<file path="src/rtl/sipo_deser_pkg.sv">
// Shared definitions for the piso/sipo serial link: bit-order selectors and
// the counter width derived from the word width.
package sipo_deser_pkg;

  localparam bit BIT_ORDER_LSB = 1'b0;
  localparam bit BIT_ORDER_MSB = 1'b1;

  // Width of a counter holding 0..width-1 (never narrower than one bit).
  function automatic int cnt_width(input int width);
    return (width <= 2) ? 1 : $clog2(width);
  endfunction

endpackage

</file>
<file path="src/rtl/sipo_shift_core.sv">
// Serial-to-parallel shift register with bit counter and start-of-frame
// realignment. Presents the word including the bit sampled this cycle.
module sipo_shift_core
  import sipo_deser_pkg::*;
#(
  parameter int WIDTH     = 4,
  parameter bit MSB_FIRST = BIT_ORDER_MSB
) (
  input  logic                        clk,
  input  logic                        rst,
  input  logic                        serial_in,
  input  logic                        bit_valid,
  input  logic                        sof,
  output logic [WIDTH-1:0]            word,
  output logic                        word_done,
  output logic [cnt_width(WIDTH)-1:0] bit_cnt
);

  localparam int CNT_W = cnt_width(WIDTH);
  localparam logic [CNT_W-1:0] CNT_LAST = CNT_W'(WIDTH - 1);

  logic [WIDTH-1:0] sreg;
  logic [WIDTH-1:0] base;

  // Next shift value; sof discards the partial word before the new bit enters.
  always_comb begin
    base = sof ? '0 : sreg;
    if (MSB_FIRST == BIT_ORDER_MSB) begin
      word = {base[WIDTH-2:0], serial_in};
    end else begin
      word = {serial_in, base[WIDTH-1:1]};
    end
    word_done = bit_valid && !sof && (bit_cnt == CNT_LAST);
  end

  // Shift register: shift on valid bits, clear on a bare sof.
  always_ff @(posedge clk or negedge rst) begin
    if (!rst) begin
      sreg <= '0;
    end else if (bit_valid) begin
      sreg <= word;
    end else if (sof) begin
      sreg <= '0;
    end
  end

  // Bit counter: sof realigns to 0 or 1, completion wraps to 0.
  always_ff @(posedge clk or negedge rst) begin
    if (!rst) begin
      bit_cnt <= '0;
    end else if (sof) begin
      bit_cnt <= bit_valid ? CNT_W'(1) : '0;
    end else if (word_done) begin
      bit_cnt <= '0;
    end else if (bit_valid) begin
      bit_cnt <= bit_cnt + CNT_W'(1);
    end
  end

endmodule

</file>
<file path="src/rtl/sipo_deser.sv">
// Serial deserializer: assembles WIDTH-bit words and offers them on a
// valid/ready interface through a single holding register, flagging
// dropped words with a sticky overrun bit.
module sipo_deser
  import sipo_deser_pkg::*;
#(
  parameter int WIDTH     = 4,
  parameter bit MSB_FIRST = BIT_ORDER_MSB
) (
  input  logic                        clk,
  input  logic                        rst,
  input  logic                        serial_in,
  input  logic                        bit_valid,
  input  logic                        sof,
  input  logic                        data_ready,
  input  logic                        clr_ovr,
  output logic [WIDTH-1:0]            data_out,
  output logic                        data_valid,
  output logic                        overrun,
  output logic [cnt_width(WIDTH)-1:0] bit_cnt
);

  logic [WIDTH-1:0] word;
  logic             word_done;
  logic             load;
  logic             drop;

  sipo_shift_core #(
    .WIDTH     (WIDTH),
    .MSB_FIRST (MSB_FIRST)
  ) u_core (
    .clk       (clk),
    .rst       (rst),
    .serial_in (serial_in),
    .bit_valid (bit_valid),
    .sof       (sof),
    .word      (word),
    .word_done (word_done),
    .bit_cnt   (bit_cnt)
  );

  // A completed word loads when the holding register is empty or being drained.
  always_comb begin
    load = word_done && (!data_valid || data_ready);
    drop = word_done && data_valid && !data_ready;
  end

  // Holding register and valid flag.
  always_ff @(posedge clk or negedge rst) begin
    if (!rst) begin
      data_out   <= '0;
      data_valid <= 1'b0;
    end else if (load) begin
      data_out   <= word;
      data_valid <= 1'b1;
    end else if (data_valid && data_ready) begin
      data_valid <= 1'b0;
    end
  end

  // Sticky overrun; a drop on the same edge beats the clear.
  always_ff @(posedge clk or negedge rst) begin
    if (!rst) begin
      overrun <= 1'b0;
    end else if (drop) begin
      overrun <= 1'b1;
    end else if (clr_ovr) begin
      overrun <= 1'b0;
    end
  end

endmodule

</file>
<file path="config.mk">
export PLATFORM = sky130hd
export DESIGN_NAME = sipo_deser
export DESIGN_NICKNAME = d
export VERILOG_FILES = /design/src/rtl/sipo_deser_pkg.sv /design/src/rtl/sipo_shift_core.sv /design/src/rtl/sipo_deser.sv
export SDC_FILE = /design/constraint.sdc
export NUM_CORES = 1
export LEC_CHECK = 0
export ABC_AREA = 1
export CAP_MARGIN = 20
export CORE_AREA = 2 2 39 41
export CTS_BUF_LIST = sky130_fd_sc_hd__clkbuf_4 sky130_fd_sc_hd__clkbuf_8
export DETAILED_ROUTE_END_ITERATION = 8
export DIE_AREA = 0 0 41 43
export GPL_ROUTABILITY_DRIVEN = 0
export SLEW_MARGIN = 25
export SYNTH_ARGS = -nofsm -noshare
export SYNTH_HDL_FRONTEND = slang
export SYNTH_SLANG_ARGS = --single-unit
</file>
<file path="constraint.sdc">
create_clock -name clk -period 1.3 [get_ports clk]
set_input_delay 0.26 -clock clk [delete_from_list [all_inputs] [get_ports clk]]
set_output_delay 0.26 -clock clk [all_outputs]
set_load 0.02 [all_outputs]
</file>
### Word level (Yosys, flattened, before mapping)

Cells that the tools add are included.

* add/sub/neg operators: 1
* equal/unequal tests: 1
* muxes and demuxes: 10
* reductions and logical operators: 13

Operators with widths (count)
* $logic_and A1 B1 Y1: 6
* $mux W2: 3
* $mux W3: 2
* $mux W1: 5
* $reduce_bool A2 Y1: 2
* $logic_not A1 Y1: 3
* $reduce_bool A3 Y1: 1
* $add A2 B1 Y2 const B: 1
* $eq A2 B2 Y1 const B: 1
* $logic_or A1 B1 Y1: 1

* bits in registers: 11
* logic and storage cells: 30

### Longest topological paths before layout

* word-level depth: 6
* gate-level depth with buffers: 5
* mapped depth without buffers: 5

### Cells and area by module

From an unflattened synthesis, not the netlist that was laid out.

* cell total of the unflattened synthesis: 59
* area, all modules: 503.0 sq um

Modules (own cells, without submodules)
* sipo_shift_core: times used 1, cells each 34, area each 269.0 sq um
* sipo_deser: times used 1, cells each 25, area each 234.0 sq um

### Worst setup path after synthesis

Ideal clock, no wire load.

* kind: register to register
* start: register u_core.bit_cnt[1]
* end: register data_out[0]
* library setup time: 0.065 ns
* arrival: 1.016 ns
* data required time: 1.235 ns
* slack: 0.219 ns
* stages on the path, launching flop included: 6
* buffers on the path: 0
* cell sequence: dfrtp_1 -> ha_1 -> nand3_2 -> nor2_2 -> nand2_1 -> nand2_1

* word-level cells in the longest chain between the ends: 3

Ends and longest elaborated chain
* start: declaration: RTL line sipo_shift_core.sv:16 `output logic [cnt_width(WIDTH)-1:0] bit_cnt`
* start signal: assignment: RTL line sipo_shift_core.sv:52 `bit_cnt <= bit_valid ? CNT_W'(1) : '0;`
* start signal: assignment: RTL line sipo_shift_core.sv:56 `bit_cnt <= bit_cnt + CNT_W'(1);`
* $eq A2 B2 Y1: RTL line sipo_shift_core.sv:33 `word_done = bit_valid && !sof && (bit_cnt == CNT_LAST);`
* $logic_and A1 B1 Y1: RTL line sipo_shift_core.sv:33
* $logic_and A1 B1 Y1: RTL line sipo_deser.sv:44 `load = word_done && (!data_valid || data_ready);`
* end signal: assignment: RTL line sipo_deser.sv:54 `data_out <= word;`
* end: declaration: RTL line sipo_deser.sv:17 `output logic [WIDTH-1:0] data_out,`

Every way passes these cells.
A chain may end at the register's enable or synchronous reset.

### Worst setup path after layout

* start: register u_core.bit_cnt[1]
* end: output bit_cnt[1]

RTL lines
* end: declaration: RTL line sipo_deser.sv:20 `output logic [cnt_width(WIDTH)-1:0] bit_cnt`

No word-level cell between the ends.

==> flow_summary.ini <==
[detailed_routing]
vias = 397
ant_nets = 0
drt_iter0_drc = 3
firstDrtPassIters = 4
vias_per_cell = 4.18
drc = 0
routed_wl_microns = 912
wl_per_cell_microns = 9.60

[grt]
grt_pass1_wl_mm = 1.53
grt_max_degree = 12
antenna_found_initial = 0
grt_pass1_vias = 365
overflow = 0
grtUsageTotal_pct = 13.6

[die]
fp.dieW_microns = 41
coreArea_sq_um = 1380
io_pins = 15
die_y_microns = 43
row_count = 14
start_util_pct = 34.9
die_area_sq_um = 1760

[finish]
n_fill_cell = 143
area_growth_pct = 46.6
n_antenna_cell = 0
multiInputGateArea_sq_um = 178
nets = 88
final_cell_count_no_fill = 95
drive_gt1_share_pct = 20.3
final_area_sq_um = 708
register_area_sq_um = 275

[synthesis]
syn_nets = 63
yosys-top-cells-count = 23 x nand2_1, 11 x dfrtp_1, 6 x inv_1, 3 x nor2_1
yosysTopAreaCell = dfrtp_1
yosysSeqAreaShare_pct = 57.0
synth.yosys.warnings = 0
synth_edf_count = 0
syn_area_sq_um = 483
synthArstFlopShare_pct = 100
post-synth-top-count-cell = nand2_1
ys.flop_type = dfrtp_1
synth_area_leaders = dfrtp_1 57%, nand2_1 18%, inv_1 4.7%, nand3_2 4.1%, ha_1 2.6%
ys_types = 13
syn_inst = 55
synth_area_per_cell_sq_um = 8.78
synth_seq_cells = 11
synth.top_cell.area_share_pct = 57.0

[setup_path]
critPathTopFamily = flip-flops
r2r_start = u_core.bit_cnt[1]
crit_arrival_ns = 1.00
cp_slowest_stage_delay_ns = 0.41
worstPathCellList = dlygate4sd2_1
cp.buffers_inverters = 1
worst_setup_path_start_kind = register
endpoint_kind = output port
path_class = register to output port
critPathSlowestCell = dfrtp_1
critPathLaunch = u_core.bit_cnt[1]
worstPathMaxFanout = 3
crit_required_ns = 1.04

[placed_design]
dp_cells = 91
post_dp_cell_area_sq_um = 688
hpwlAfterDp_microns = 723
portBuffers = 14

[sta]
rsz0062_at_grt = no
skew_ns = 0.000839
relSlewSlack_pct = 85.3
maxSlewViolCount = 0
worstMarginPinSlew_ns = 0.219
fin_crit_sh_pct = 97.3
finalHoldViolCount = 0
fmax_mhz = 791
setup_tns_ns = 0
fin_crit_ns = 1.26
setup_viol = 0

[power]
p_leak_nw = 0.397
vdd_drop_max_mv = 0.604
power_density_nw_per_um2 = 1170

[status]
status = completed

[clocking]
cts_num_sinks = 11
cts_tree = yes
htreeDepth = 1
cts.path.max_buffers = 2
cts_root_buf = clkbuf_4
clk_latency_ns = 0.26
numCtsBuffers = 3
post_cts_buffers = 0
cts.reportedPaths.clkPinSlew_ns = 0.07

[flow_run]
maxCapViolations = 0

[hold_path]
hold_path.class = primary input to async pin
-- final cells by class --
class,instances,share of cell area (%)
clock buffer,4,4.24
tap,16,2.83
timing repair buffer,20,24.7
multi-input combinational,36,25.1
sequential,11,38.9
inverter,8,4.24
-- through the flow --
| step | total power (W) | hold WS, ns | utilization, % | worst slack [ns] |
|---|---|---|---|---|
| floorplan | 0.000496 | -0.0356 | - | 0.219 |
| global placement | 0.000612 | 0.463 | 49.7 | -0.116 |
| detailed placement | 0.000612 | 0.471 | 49.7 | -0.115 |
| CTS | 0.000844 | 0.281 | 51.2 | 0.0287 |
| global route | 0.000879 | 0.295 | 51.2 | 0.00699 |
| finish | 0.000830 | 0.282 | 51.2 | 0.0355 |
-- worst register-to-register path, delay by kind of cell, from the launching register on --
kind	cells	cell delay, ns
flops	1	0.39
simple gates	4	0.38
fa+ha+maj	1	0.21
-- where the power goes --
group / internal [W] / leakage, nW / total, W / switching [W]
clock: 0.000140 / 0.0184 / 0.000251 / 0.000112
sequential: 0.000378 / 0.147 / 0.000397 / 0.0000190
combinational: 0.0000795 / 0.231 / 0.000181 / 0.000101
-- placed cells by master, fill, tap and decap left out --
cell | synthesis | final
dlygate4sd2_1 | 0 | 8
nand3_2 | 2 | 2
nand3_1 | 1 | 1
clkbuf_4 | 0 | 4
xor2_1 | 1 | 1
nand2_1 | 23 | 23
nor2_2 | 1 | 1
ha_1 | 1 | 1
inv_2 | 2 | 2
nor2_4 | 1 | 1
clkdlybuf4s50_1 | 0 | 6
o21ai_1 | 2 | 2
o22ai_1 | 1 | 1
dfrtp_1 | 11 | 11
inv_1 | 6 | 6
buf_4 | 0 | 6
nor2_1 | 3 | 3
-- cell families (layout without fill, tap and decap cells) --
group | Yosys count | in the layout | share of synthesized area (%)
adder cells (fa/ha/maj) | 1 | 1 | 2.59
buffers and inverters | 8 | 32 | 6.22
flip-flops | 11 | 11 | 57.0
AND/OR/NAND/NOR | 31 | 31 | 29.0
AO/OA/AOI/OAI | 3 | 3 | 3.37
XOR/XNOR | 1 | 1 | 1.81
-- per-layer routing --
metal	track usage (%)	vias up	routed length [microns]	share of wire [%]
li1	-	214	-	-
met1	17.4	175	441	48
met2	18.1	8	437	48
met3	3.14	0	33	3.6
met4	12.0	0	0	0
met5	0	-	0	0
-- flip-flops by register name (all words and copies together) (netlist names) --
| name | cells |
|---|---|
| overrun | 1 |
| data_valid | 1 |
| u_core.sreg | 3 |
| u_core.bit_cnt | 2 |
| data_out | 4 |
-- timing repair --
action,CTS,global route
hold buffers,0,0
setup endpoints to repair,8,0
gates resized for setup,8,0
-- path summary, 6_finish.rpt --
path | to | slack, ns | cells past startpoint
min in group clk | data_out[0] | 0.48 | 2
min reg2reg | data_out[0] | 0.48 | 2
max in group asynchronous | overrun | 0.88 | 2
max | bit_cnt[1] | 0.04 | 1
min | data_out[0] | 0.28 | 2
max reg2reg | data_out[3] | 0.27 | 5
Note: power is estimated with default switching activity, not from simulation.
